--- src/rtl/cpu_ctrl_pkg.sv ---
// cpu_ctrl_pkg
//   Shared definitions for the CPU run/step/breakpoint sequencer:
//   state encodings, parameter defaults and the executed-cycle counter width.
package cpu_ctrl_pkg;

   typedef enum logic [1:0] {
      ST_STEP = 2'd0,
      ST_RUN  = 2'd1,
      ST_HALT = 2'd2
   } state_t;

   localparam int DB_CYCLES_DEF = 16;
   localparam int RUN_DIV_DEF   = 4;
   localparam int CNT_W         = 16;

endpackage

--- src/rtl/btn_debounce.sv ---
// btn_debounce
//   Two-flop synchronizer, stability counter and rising-edge detector for a
//   raw push button. The debounced level flips only after DB_CYCLES
//   consecutive synchronized samples that differ from it.
// Ports:
//   clk      in   system clock
//   reset_n  in   asynchronous active-low reset
//   btn      in   raw button, asynchronous to clk
//   press    out  one-cycle pulse on the debounced rising edge (registered)
module btn_debounce
   import cpu_ctrl_pkg::*;
#(
   parameter int DB_CYCLES = DB_CYCLES_DEF
) (
   input  logic clk,
   input  logic reset_n,
   input  logic btn,
   output logic press
);

   localparam int DB_W = (DB_CYCLES > 1) ? $clog2(DB_CYCLES) : 1;

   logic            sync1_q, sync2_q;
   logic            level_q, level_d;
   logic            level_dly_q;
   logic            press_q, press_d;
   logic [DB_W-1:0] stab_q, stab_d;

   always_comb begin
      level_d = level_q;
      stab_d  = '0;
      // Any sample matching the current level restarts the count.
      if (sync2_q != level_q) begin
         if (stab_q == DB_W'(DB_CYCLES - 1)) begin
            level_d = sync2_q;
         end else begin
            stab_d = stab_q + 1'b1;
         end
      end
      press_d = level_q & ~level_dly_q;
   end

   always_ff @(posedge clk or negedge reset_n) begin
      if (!reset_n) begin
         sync1_q     <= 1'b0;
         sync2_q     <= 1'b0;
         level_q     <= 1'b0;
         level_dly_q <= 1'b0;
         press_q     <= 1'b0;
         stab_q      <= '0;
      end else begin
         sync1_q     <= btn;
         sync2_q     <= sync1_q;
         level_q     <= level_d;
         level_dly_q <= level_q;
         press_q     <= press_d;
         stab_q      <= stab_d;
      end
   end

   assign press = press_q;

endmodule

--- src/rtl/cpu_run_ctrl.sv ---
// cpu_run_ctrl
//   Run/step/breakpoint sequencer producing a one-cycle cpu_en pipeline
//   advance qualifier. Single step on a debounced button press, paced
//   free-run through a divider, optional halt on a PC breakpoint.
//   Optional feature macro: CPU_BREAKPOINT_EN (breakpoint comparator, skip
//   flag and HALT state). Without it bp_addr/bp_valid are ignored, HALT is
//   unreachable and halted is tied low.
// Ports:
//   clk        in   system clock
//   reset_n    in   asynchronous active-low reset
//   step       in   raw step button
//   run_mode   in   1 = free run, 0 = single step
//   pc         in   current CPU PC
//   bp_addr    in   breakpoint address
//   bp_valid   in   breakpoint armed
//   cpu_en     out  one-cycle pipeline advance enable
//   halted     out  high in HALT
//   state      out  0 = STEP, 1 = RUN, 2 = HALT
//   cycle_cnt  out  number of cpu_en pulses issued (wraps)
//
// state   | meaning
// --------+-----------------------------------------------------------
// ST_STEP | idle; each press issues one cpu_en
// ST_RUN  | free run; cpu_en every RUN_DIV cycles unless breakpoint hits
// ST_HALT | stopped on breakpoint; press resumes (run) or single-steps
module cpu_run_ctrl
   import cpu_ctrl_pkg::*;
#(
   parameter int DB_CYCLES = DB_CYCLES_DEF,
   parameter int RUN_DIV   = RUN_DIV_DEF
) (
   input  logic             clk,
   input  logic             reset_n,
   input  logic             step,
   input  logic             run_mode,
   input  logic [31:0]      pc,
   input  logic [31:0]      bp_addr,
   input  logic             bp_valid,
   output logic             cpu_en,
   output logic             halted,
   output logic [1:0]       state,
   output logic [CNT_W-1:0] cycle_cnt
);

   localparam int DIV_W = (RUN_DIV > 1) ? $clog2(RUN_DIV) : 1;

   state_t             state_q, state_d;
   logic [DIV_W-1:0]   div_q, div_d;
   logic               skip_q, skip_d;
   logic               cpu_en_q, cpu_en_d;
   logic [CNT_W-1:0]   cnt_q, cnt_d;
   logic               press;
   logic               bp_hit;

   btn_debounce #(
      .DB_CYCLES(DB_CYCLES)
   ) u_btn (
      .clk    (clk),
      .reset_n(reset_n),
      .btn    (step),
      .press  (press)
   );

`ifdef CPU_BREAKPOINT_EN
   assign bp_hit = bp_valid && (pc == bp_addr) && !skip_q;
   assign halted = (state_q == ST_HALT);
`else
   logic unused_bp;
   assign unused_bp = ^{pc, bp_addr, bp_valid, skip_q};
   assign bp_hit    = 1'b0;
   assign halted    = 1'b0;
`endif

   always_comb begin
      state_d  = state_q;
      div_d    = div_q;
      skip_d   = skip_q;
      cpu_en_d = 1'b0;
      cnt_d    = cnt_q;

      case (state_q)
         ST_STEP: begin
            // Entering run wins over a coincident press.
            if (run_mode) begin
               state_d = ST_RUN;
               div_d   = '0;
            end else if (press) begin
               cpu_en_d = 1'b1;
            end
         end
         ST_RUN: begin
            if (!run_mode) begin
               state_d = ST_STEP;
               div_d   = '0;
            end else if (div_q == DIV_W'(RUN_DIV - 1)) begin
               div_d = '0;
               if (bp_hit) begin
                  state_d = ST_HALT;
               end else begin
                  cpu_en_d = 1'b1;
               end
            end else begin
               div_d = div_q + 1'b1;
            end
         end
         ST_HALT: begin
            if (press) begin
               if (run_mode) begin
                  // Skip lets the instruction parked on the breakpoint issue.
                  state_d = ST_RUN;
                  div_d   = '0;
                  skip_d  = 1'b1;
               end else begin
                  state_d  = ST_STEP;
                  cpu_en_d = 1'b1;
               end
            end
         end
         default: begin
            state_d = ST_STEP;
            div_d   = '0;
         end
      endcase

      if (cpu_en_d) begin
         skip_d = 1'b0;
         cnt_d  = cnt_q + 1'b1;
      end
   end

   always_ff @(posedge clk or negedge reset_n) begin
      if (!reset_n) begin
         state_q  <= ST_STEP;
         div_q    <= '0;
         skip_q   <= 1'b0;
         cpu_en_q <= 1'b0;
         cnt_q    <= '0;
      end else begin
         state_q  <= state_d;
         div_q    <= div_d;
         skip_q   <= skip_d;
         cpu_en_q <= cpu_en_d;
         cnt_q    <= cnt_d;
      end
   end

   assign cpu_en    = cpu_en_q;
   assign state     = state_q;
   assign cycle_cnt = cnt_q;

endmodule

--- config.mk ---
export PLATFORM = sky130hd
export DESIGN_NAME = cpu_run_ctrl
export DESIGN_NICKNAME = d
export VERILOG_FILES = /design/src/rtl/cpu_ctrl_pkg.sv /design/src/rtl/btn_debounce.sv /design/src/rtl/cpu_run_ctrl.sv
export SDC_FILE = /design/constraint.sdc
export NUM_CORES = 1
export LEC_CHECK = 0
export CAP_MARGIN = 40
export CORE_MARGIN = 5
export CORE_UTILIZATION = 34
export DETAILED_ROUTE_END_ITERATION = 8
export PLACE_DENSITY = 0.9
export SETUP_SLACK_MARGIN = 0.02
export SYNTH_ARGS = -nofsm -noshare
export SYNTH_HDL_FRONTEND = slang
export SYNTH_HIERARCHICAL = 1
export SYNTH_SLANG_ARGS = --single-unit
--- constraint.sdc ---
create_clock -name clk -period 2.1 [get_ports clk]
set_input_delay 0.42 -clock clk [delete_from_list [all_inputs] [get_ports clk]]
set_output_delay 0.42 -clock clk [all_outputs]
set_load 0.02 [all_outputs]
==> flow_metrics.py, run 1 <==
metrics = {
    "run_status": {
        "status": "finished clean",
    },
    "sta": {
        "finalSetupViolations": 0,
        "unrepaired_setup_endpoints_after_global_routing": "no",
        "timing.final.hold_violations": 0,
        "max_clock_freq_mhz": 533.1,
        "final_cycle_utilization_of_the_critical_path_pct": 89.32,
        "setup-tns-final_ps": 0,
        "number_of_pins_with_negative_max_slew_slack_in_the_final_report": 0,
        "finalClockSkew_ps": 8.877,
        "timing.final.crit_period_ps": 1876,
    },
    "worst_setup_path": {
        "top_cell_family_by_delay_on_the_critical_path": "buffers and inverters",
        "regToRegSetupSlack_ps": 400,
        "critical_path.endpoint": "state[0]",
        "startpoint": "state[0]",
        "cp.depth": 1,
        "max_stage_delay_ps": 660,
        "critPathLaunchType": "flip-flop",
        "critPathRequiredTime_ps": 1680,
        "critical_path_arrival_ps": 1460,
        "timing.critical_path.slowest_stage_cell": "sky130_fd_sc_hd__clkdlybuf4s50_1",
        "worstPathBufferInverterCount": 1,
        "worst_r2r_path_depth": 4,
        "rr_endpoint": "cycle_cnt[6]",
        "setup.worst_path.class": "reg -> out",
        "worst_path_fanout_max": 7,
        "kind_of_end_point_of_the_critical_path": "output pin",
        "crit-reg2reg-launch": "state[0]",
        "critical_path.cell_chain": "clkdlybuf4s50_1",
    },
    "routing": {
        "routedLengthMet1_microns": 818,
        "detailedRoute.firstIterationViolations": 33,
        "wl_met3_microns": 145,
        "num_vias": 829,
        "antenna_left": 0,
        "aggregate_routed_wire_length_mm": 2.289,
        "top_layer": "met4",
        "drt-vias-per-instance": 4.792,
        "drtPass1Iterations": 4,
        "post-route-drc-count": 0,
        "wl_met2_mm": 1.267,
        "wl_per_cell_microns": 13.23,
    },
    "placement": {
        "place.detailed.instances": 166,
        "routability_congestion_estimate_from_global_placement": 0.7900,
        "dp.final_hpwl_mm": 1.753,
        "port_buffers": 21,
    },
    "pwr": {
        "peakVddDrop_v": 0.0003347,
        "net_load_switching_power_uw": 310.3,
        "p_sw_share_pct": 27.10,
        "pwr-share-clk_pct": 29.3,
        "sequential_share_of_power_pct": 56.3,
        "cellLeakagePower_uw": 0.0006836,
        "power.share.combinational_pct": 14.4,
        "power_report.internal_total_uw": 834.7,
        "power.total_uw": 1145,
        "power.density_nw_per_um2": 731.5,
    },
    "min_path": {
        "worst_hold_path_type": "reg -> reg",
        "worstHoldPathCells": 0,
    },
    "die": {
        "floorplan.core_area_sq_um": 3578,
        "die_w_microns": 70.30,
        "effective_utilization_at_floorplan_pct": 34.55,
        "die_height_microns": 70.30,
        "core.rowCount": 22,
        "pin_count": 89,
        "fp.dieArea_sq_um": 4941,
    },
    "cts": {
        "cts-root-to-sink-buffers": 2,
        "cts_tree": "done",
        "cts_post_setup_buffers_inserted": 0,
        "total_clock_buffers_created_by_cts": 5,
        "ctsRootBufferMaster": "sky130_fd_sc_hd__clkbuf_4",
        "cts.clk_slew.worst_paths_ps": 70,
        "cts.sinks": 29,
        "cts_hold_repair.buffers": 0,
        "clk-insertion-delay-late_ps": 330,
        "post_cts.resized_instances": 0,
        "cts_max_level": 2,
    },
    "flow_run": {
        "maxCapViolCount": 0,
    },
    "synth": {
        "synth-seq-area-share_pct": 58.70,
        "post_synth_num_cell_types": 25,
        "synth-warning-count": 6,
        "synthesis.area_sq_um": 1236,
        "syn-mean-instance-area_sq_um": 12.88,
        "ys_seq_elements": 29,
        "synthesis.instances": 96,
    },
    "global_routing": {
        "grt-ovfl-total": 0,
        "grt.total_usage_pct": 10.27,
        "grt_antenna_before_repair": 0,
        "grt_start_max_net_pins": 30,
        "grt_first_pass_wirelength_mm": 3.919,
        "first_global_vias": 872,
    },
    "layout": {
        "antennaDiodeCount": 0,
        "final_nets": 198,
        "post_layout_nonfiller_instances": 173,
        "final_layout_size_suffix_gt1_share_pct": 11.20,
        "area_delta_synth_final_pct": 26.62,
        "filler_cells": 329,
    },
}
[placed cells by master (no fill, tap or decap), types with 3 or more instances in the layout]
cell and instances:
sky130_fd_sc_hd__dfrtp_1 29, sky130_fd_sc_hd__clkdlybuf4s50_1 21, sky130_fd_sc_hd__xnor2_1 15, sky130_fd_sc_hd__nand2_1 8, sky130_fd_sc_hd__nand3_1 6, sky130_fd_sc_hd__nand4_1 6, sky130_fd_sc_hd__clkbuf_4 5, sky130_fd_sc_hd__ha_1 4
sky130_fd_sc_hd__inv_1 3, sky130_fd_sc_hd__xor2_1 3
[cell usage after synthesis]
cell type	count	area [sq um]
sky130_fd_sc_hd__nor2b_1	2	12.51
sky130_fd_sc_hd__or3b_4	1	11.26
sky130_fd_sc_hd__nand2_1	8	30.03
sky130_fd_sc_hd__inv_1	3	11.26
sky130_fd_sc_hd__nand3_2	1	10.01
sky130_fd_sc_hd__nor3b_1	1	7.510
sky130_fd_sc_hd__nand3_1	6	30.03
sky130_fd_sc_hd__mux2_4	1	15.01
sky130_fd_sc_hd__buf_4	2	15.01
sky130_fd_sc_hd__mux2_2	1	11.26
sky130_fd_sc_hd__nand4_1	6	37.54
sky130_fd_sc_hd__a21o_1	1	7.510
sky130_fd_sc_hd__a31oi_1	1	6.260
sky130_fd_sc_hd__and4_1	2	17.52
sky130_fd_sc_hd__dfrtp_1	29	725.7
sky130_fd_sc_hd__a211oi_4	2	40.04
sky130_fd_sc_hd__xnor2_1	15	131.4
sky130_fd_sc_hd__o21ai_0	1	5.000
sky130_fd_sc_hd__a311oi_1	1	8.760
sky130_fd_sc_hd__xor2_1	3	26.28
sky130_fd_sc_hd__nor2_1	2	7.510
sky130_fd_sc_hd__conb_1	1	3.750
sky130_fd_sc_hd__ha_1	4	50.05
sky130_fd_sc_hd__nor3_1	1	5.000
sky130_fd_sc_hd__a32o_1	1	10.01
[kinds of logic after synthesis]
family / share of synthesized area, %
other cells: 0.3034
flops: 58.70
simple gates: 13.66
compound gates: 6.276
xor+xnor: 12.75
mux: 2.125
buf+inv: 2.125
fa+ha+maj: 4.049
[layer usage]
metal | global-route usage (%) | up-vias
met1 | 10.14 | 418
met4 | 5.745 | 0
met5 | 0 | -
met2 | 18.30 | 21
li1 | - | 384
met3 | 3.741 | 6
[flip-flops by register name, indices dropped and copies added (netlist names)]
signal	count
div_q	2
u_btn/level_q	1
u_btn/sync2_q	1
u_btn/sync1_q	1
cycle_cnt	16
u_btn/press	1
u_btn/stab_q	4
cpu_en	1
state	1
u_btn/level_dly_q	1
[final cells by class]
cell class,count,area (sq um),area share (%)
clock buffer,7,55.05,3.517
sequential,29,725.7,46.36
tap,48,60.06,3.837
multi-input combinational,63,488.0,31.18
inverter,3,11.26,0.7194
timing repair buffer,23,225.2,14.39
[power groups by stage]
stage | combinational, uW | sequential [uW] | clock [uW]
4_1_cts | 171 | 646 | 350
5_1_grt | 188 | 653 | 369
6_report | 165 | 645 | 335
3_5_place_dp | 169 | 656 | 0
3_3_place_gp | 157 | 647 | 0
2_1_floorplan | 79.0 | 665 | 0
[worst min-delay path by stage]
stage	startpoint	end	slack (ps)
final	u_btn/sync1_q	u_btn/sync2_q	350
after global routing	u_btn/sync1_q	u_btn/sync2_q	370
after CTS	u_btn/sync1_q	u_btn/sync2_q	360
after detailed placement	u_btn/sync1_q	u_btn/sync2_q	340
after global placement	u_btn/sync1_q	u_btn/sync2_q	330
after floorplan	reset_n	cpu_en	120
[through the flow]
stage               hold slack [ps]  util (%)  worst slack, ps  cell area [sq um]
floorplan                     124.4         -            420.1               1240
global placement              334.8     42.20           -4.157               1510
detailed placement            336.3     42.20           -41.40               1510
CTS                           355.1     43.74            185.4               1565
global route                  370.0     43.74            133.2               1565
finish                        351.1     43.74            224.2               1565
Power figures use the tool's default switching activity.
==> run 2, diff against run 1 <==
CORE_MARGIN = unset   (was 5)
==> run 2 against run 1 <==
Total power rose by 3.4%. Sequential share of layout area fell by 0.37 points. Critical path depth did not move. Setup slack got worse by 4.2 ps. Largest power group unchanged. Clock skew barely moved. Via count down 0.36%. Worst hold slack improved by 6.8 ps. Combinational power hardly changed. Routed wire length decreased by 8.6%. Core utilization up 2.4 points. Cell area rose by 0.80%. Critical endpoint unchanged. Non-clock buffer count is the same.
==> flow_metrics.py, run 2 (synthesized netlist as in run 1, its figures left out) <==
metrics = {
    "layout": {
        "final_nets": 198,
        "final_cell_mix": "sky130_fd_sc_hd__dfrtp_1, sky130_fd_sc_hd__clkdlybuf4s50_1, sky130_fd_sc_hd__xnor2_1",
        "multi_input_area_sq_um": 488.0,
        "final_layout_size_suffix_gt1_share_pct": 12.70,
        "area_delta_synth_final_pct": 27.63,
        "antennaDiodeCount": 0,
        "flip_flop_count_of_the_largest_register_all_copies_and_words_added": 16,
        "register_area_sq_um": 725.7,
        "filler_cells": 320,
        "final_common_cell": "sky130_fd_sc_hd__dfrtp_1",
        "design_area_sq_um": 1578,
    },
    "worst_setup_path": {
        "worstPathBufferInverterCount": 1,
        "rr_endpoint": "cycle_cnt[9]",
        "timing.critical_path.slowest_stage_cell": "sky130_fd_sc_hd__clkdlybuf4s50_1",
        "critPathRequiredTime_ps": 1680,
        "top_cell_family_by_delay_on_the_critical_path": "buffers and inverters",
        "critical_path.cell_chain": "clkdlybuf4s50_1",
        "critPathLaunchType": "flip-flop",
        "regToRegSetupSlack_ps": 390,
        "worst_path_fanout_max": 7,
        "startpoint": "state[0]",
        "crit-reg2reg-launch": "state[0]",
        "max_stage_delay_ps": 650,
        "setup.worst_path.class": "reg -> out",
        "cp.depth": 1,
        "kind_of_end_point_of_the_critical_path": "output pin",
        "critical_path_arrival_ps": 1460,
        "worst_r2r_path_depth": 4,
        "critical_path.endpoint": "state[0]",
    },
    "sta": {
        "finalClockSkew_ps": 8.694,
        "unrepaired_setup_endpoints_after_global_routing": "no",
        "number_of_pins_with_negative_max_slew_slack_in_the_final_report": 0,
        "timing.final.hold_violations": 0,
        "max_clock_freq_mhz": 531.9,
        "final_cycle_utilization_of_the_critical_path_pct": 89.52,
        "finalSetupViolations": 0,
        "timing.final.crit_period_ps": 1880,
    },
    "routing": {
        "num_vias": 826,
        "detailedRoute.firstIterationViolations": 18,
        "post-route-drc-count": 0,
        "drt-vias-per-instance": 4.802,
        "drtPass1Iterations": 6,
        "antenna_left": 0,
        "aggregate_routed_wire_length_mm": 2.092,
        "wl_per_cell_microns": 12.16,
    },
    "pwr": {
        "power.total_uw": 1184,
        "peakVddDrop_v": 0.0004048,
        "cellLeakagePower_uw": 0.0006936,
        "power.density_nw_per_um2": 750.6,
    },
    "placement": {
        "placed_cell_area_sq_um": 1508,
        "dp.final_hpwl_mm": 1.574,
        "port_buffers": 21,
        "routability_congestion_estimate_from_global_placement": 0.6746,
    },
    "cts": {
        "total_clock_buffers_created_by_cts": 5,
        "cts-root-to-sink-buffers": 2,
        "cts_post_setup_buffers_inserted": 0,
        "clk-insertion-delay-late_ps": 320,
        "cts.clk_slew.worst_paths_ps": 90,
        "cts.sinks": 29,
        "ctsRootBufferMaster": "sky130_fd_sc_hd__clkbuf_4",
        "cts_hold_repair.buffers": 0,
        "cts_tree": "done",
        "cts_max_level": 2,
        "post_cts.resized_instances": 0,
    },
    "die": {
        "die_height_microns": 62.30,
        "core.rowCount": 21,
        "fp.dieArea_sq_um": 3881,
        "floorplan.core_area_sq_um": 3416,
        "effective_utilization_at_floorplan_pct": 36.19,
        "die_w_microns": 62.30,
        "pin_count": 89,
    },
    "global_routing": {
        "grt.total_usage_pct": 12.75,
        "grt_start_max_net_pins": 30,
        "grt_antenna_before_repair": 0,
        "grt_util_met1_pct": 14.34,
        "grt-ovfl-total": 0,
        "grt.met3_usage_pct": 5.699,
        "grt_busiest_layer": "met2",
        "met2_usage_pct": 21.84,
        "first_global_vias": 871,
        "grt_first_pass_wirelength_mm": 3.815,
    },
    "flow_run": {
        "maxCapViolCount": 0,
    },
    "min_path": {
        "worst_hold_path_type": "reg -> reg",
        "worstHoldPathCells": 0,
    },
    "run_status": {
        "status": "finished clean",
    },
}
-- run 2: cell type report --
type	count	area share [%]
Sequential cell	29	46.00
Multi-Input combinational cell	63	30.93
Timing Repair Buffer	23	14.27
Clock buffer	7	4.124
Tap cell	46	3.648
Inverter	3	0.7137
Clock inverter	1	0.3172
-- run 2: worst min path at each step --
| stage | endpoint | slack, ps | start |
|---|---|---|---|
| final | u_btn/sync2_q | 360 | u_btn/sync1_q |
| after global routing | u_btn/sync2_q | 370 | u_btn/sync1_q |
| after CTS | u_btn/sync2_q | 360 | u_btn/sync1_q |
| after detailed placement | u_btn/sync2_q | 340 | u_btn/sync1_q |
| after global placement | u_btn/sync2_q | 340 | u_btn/sync1_q |
| after floorplan | cpu_en | 120 | reset_n |
-- run 2: metrics by stage --
step	cells	TNS, ps	hold slack (ps)	utilization, %	setup slack (ps)
after floorplan	97	0	124.4	-	420.1
after global placement	164	-32.32	336.8	44.14	-13.90
after detailed placement	164	-204.6	341.0	44.14	-66.01
after CTS	172	0	362.3	46.19	198.6
after global routing	172	0	370.1	46.19	128.8
final	172	0	357.9	46.19	220.0
-- run 2: layer usage --
| metal | up-vias | wire, microns |
|---|---|---|
| met1 | 410 | 890 |
| met4 | 0 | 25 |
| met3 | 4 | 114 |
| met5 | - | 0 |
| li1 | 390 | - |
| met2 | 22 | 1062 |
-- run 2: report_power, final --
| part | internal [uW] | switching [uW] |
|---|---|---|
| logic | 80.2 | 83.5 |
| registers | 596 | 45.7 |
| clock network | 194 | 185 |
| total | 870 | 314 |
==> run 3, diff against run 2 <==
SLEW_MARGIN = 20   (was unset)
==> results of run 3 <==
Same layout as run 2: the final DEF is identical, and so are final timing and power.
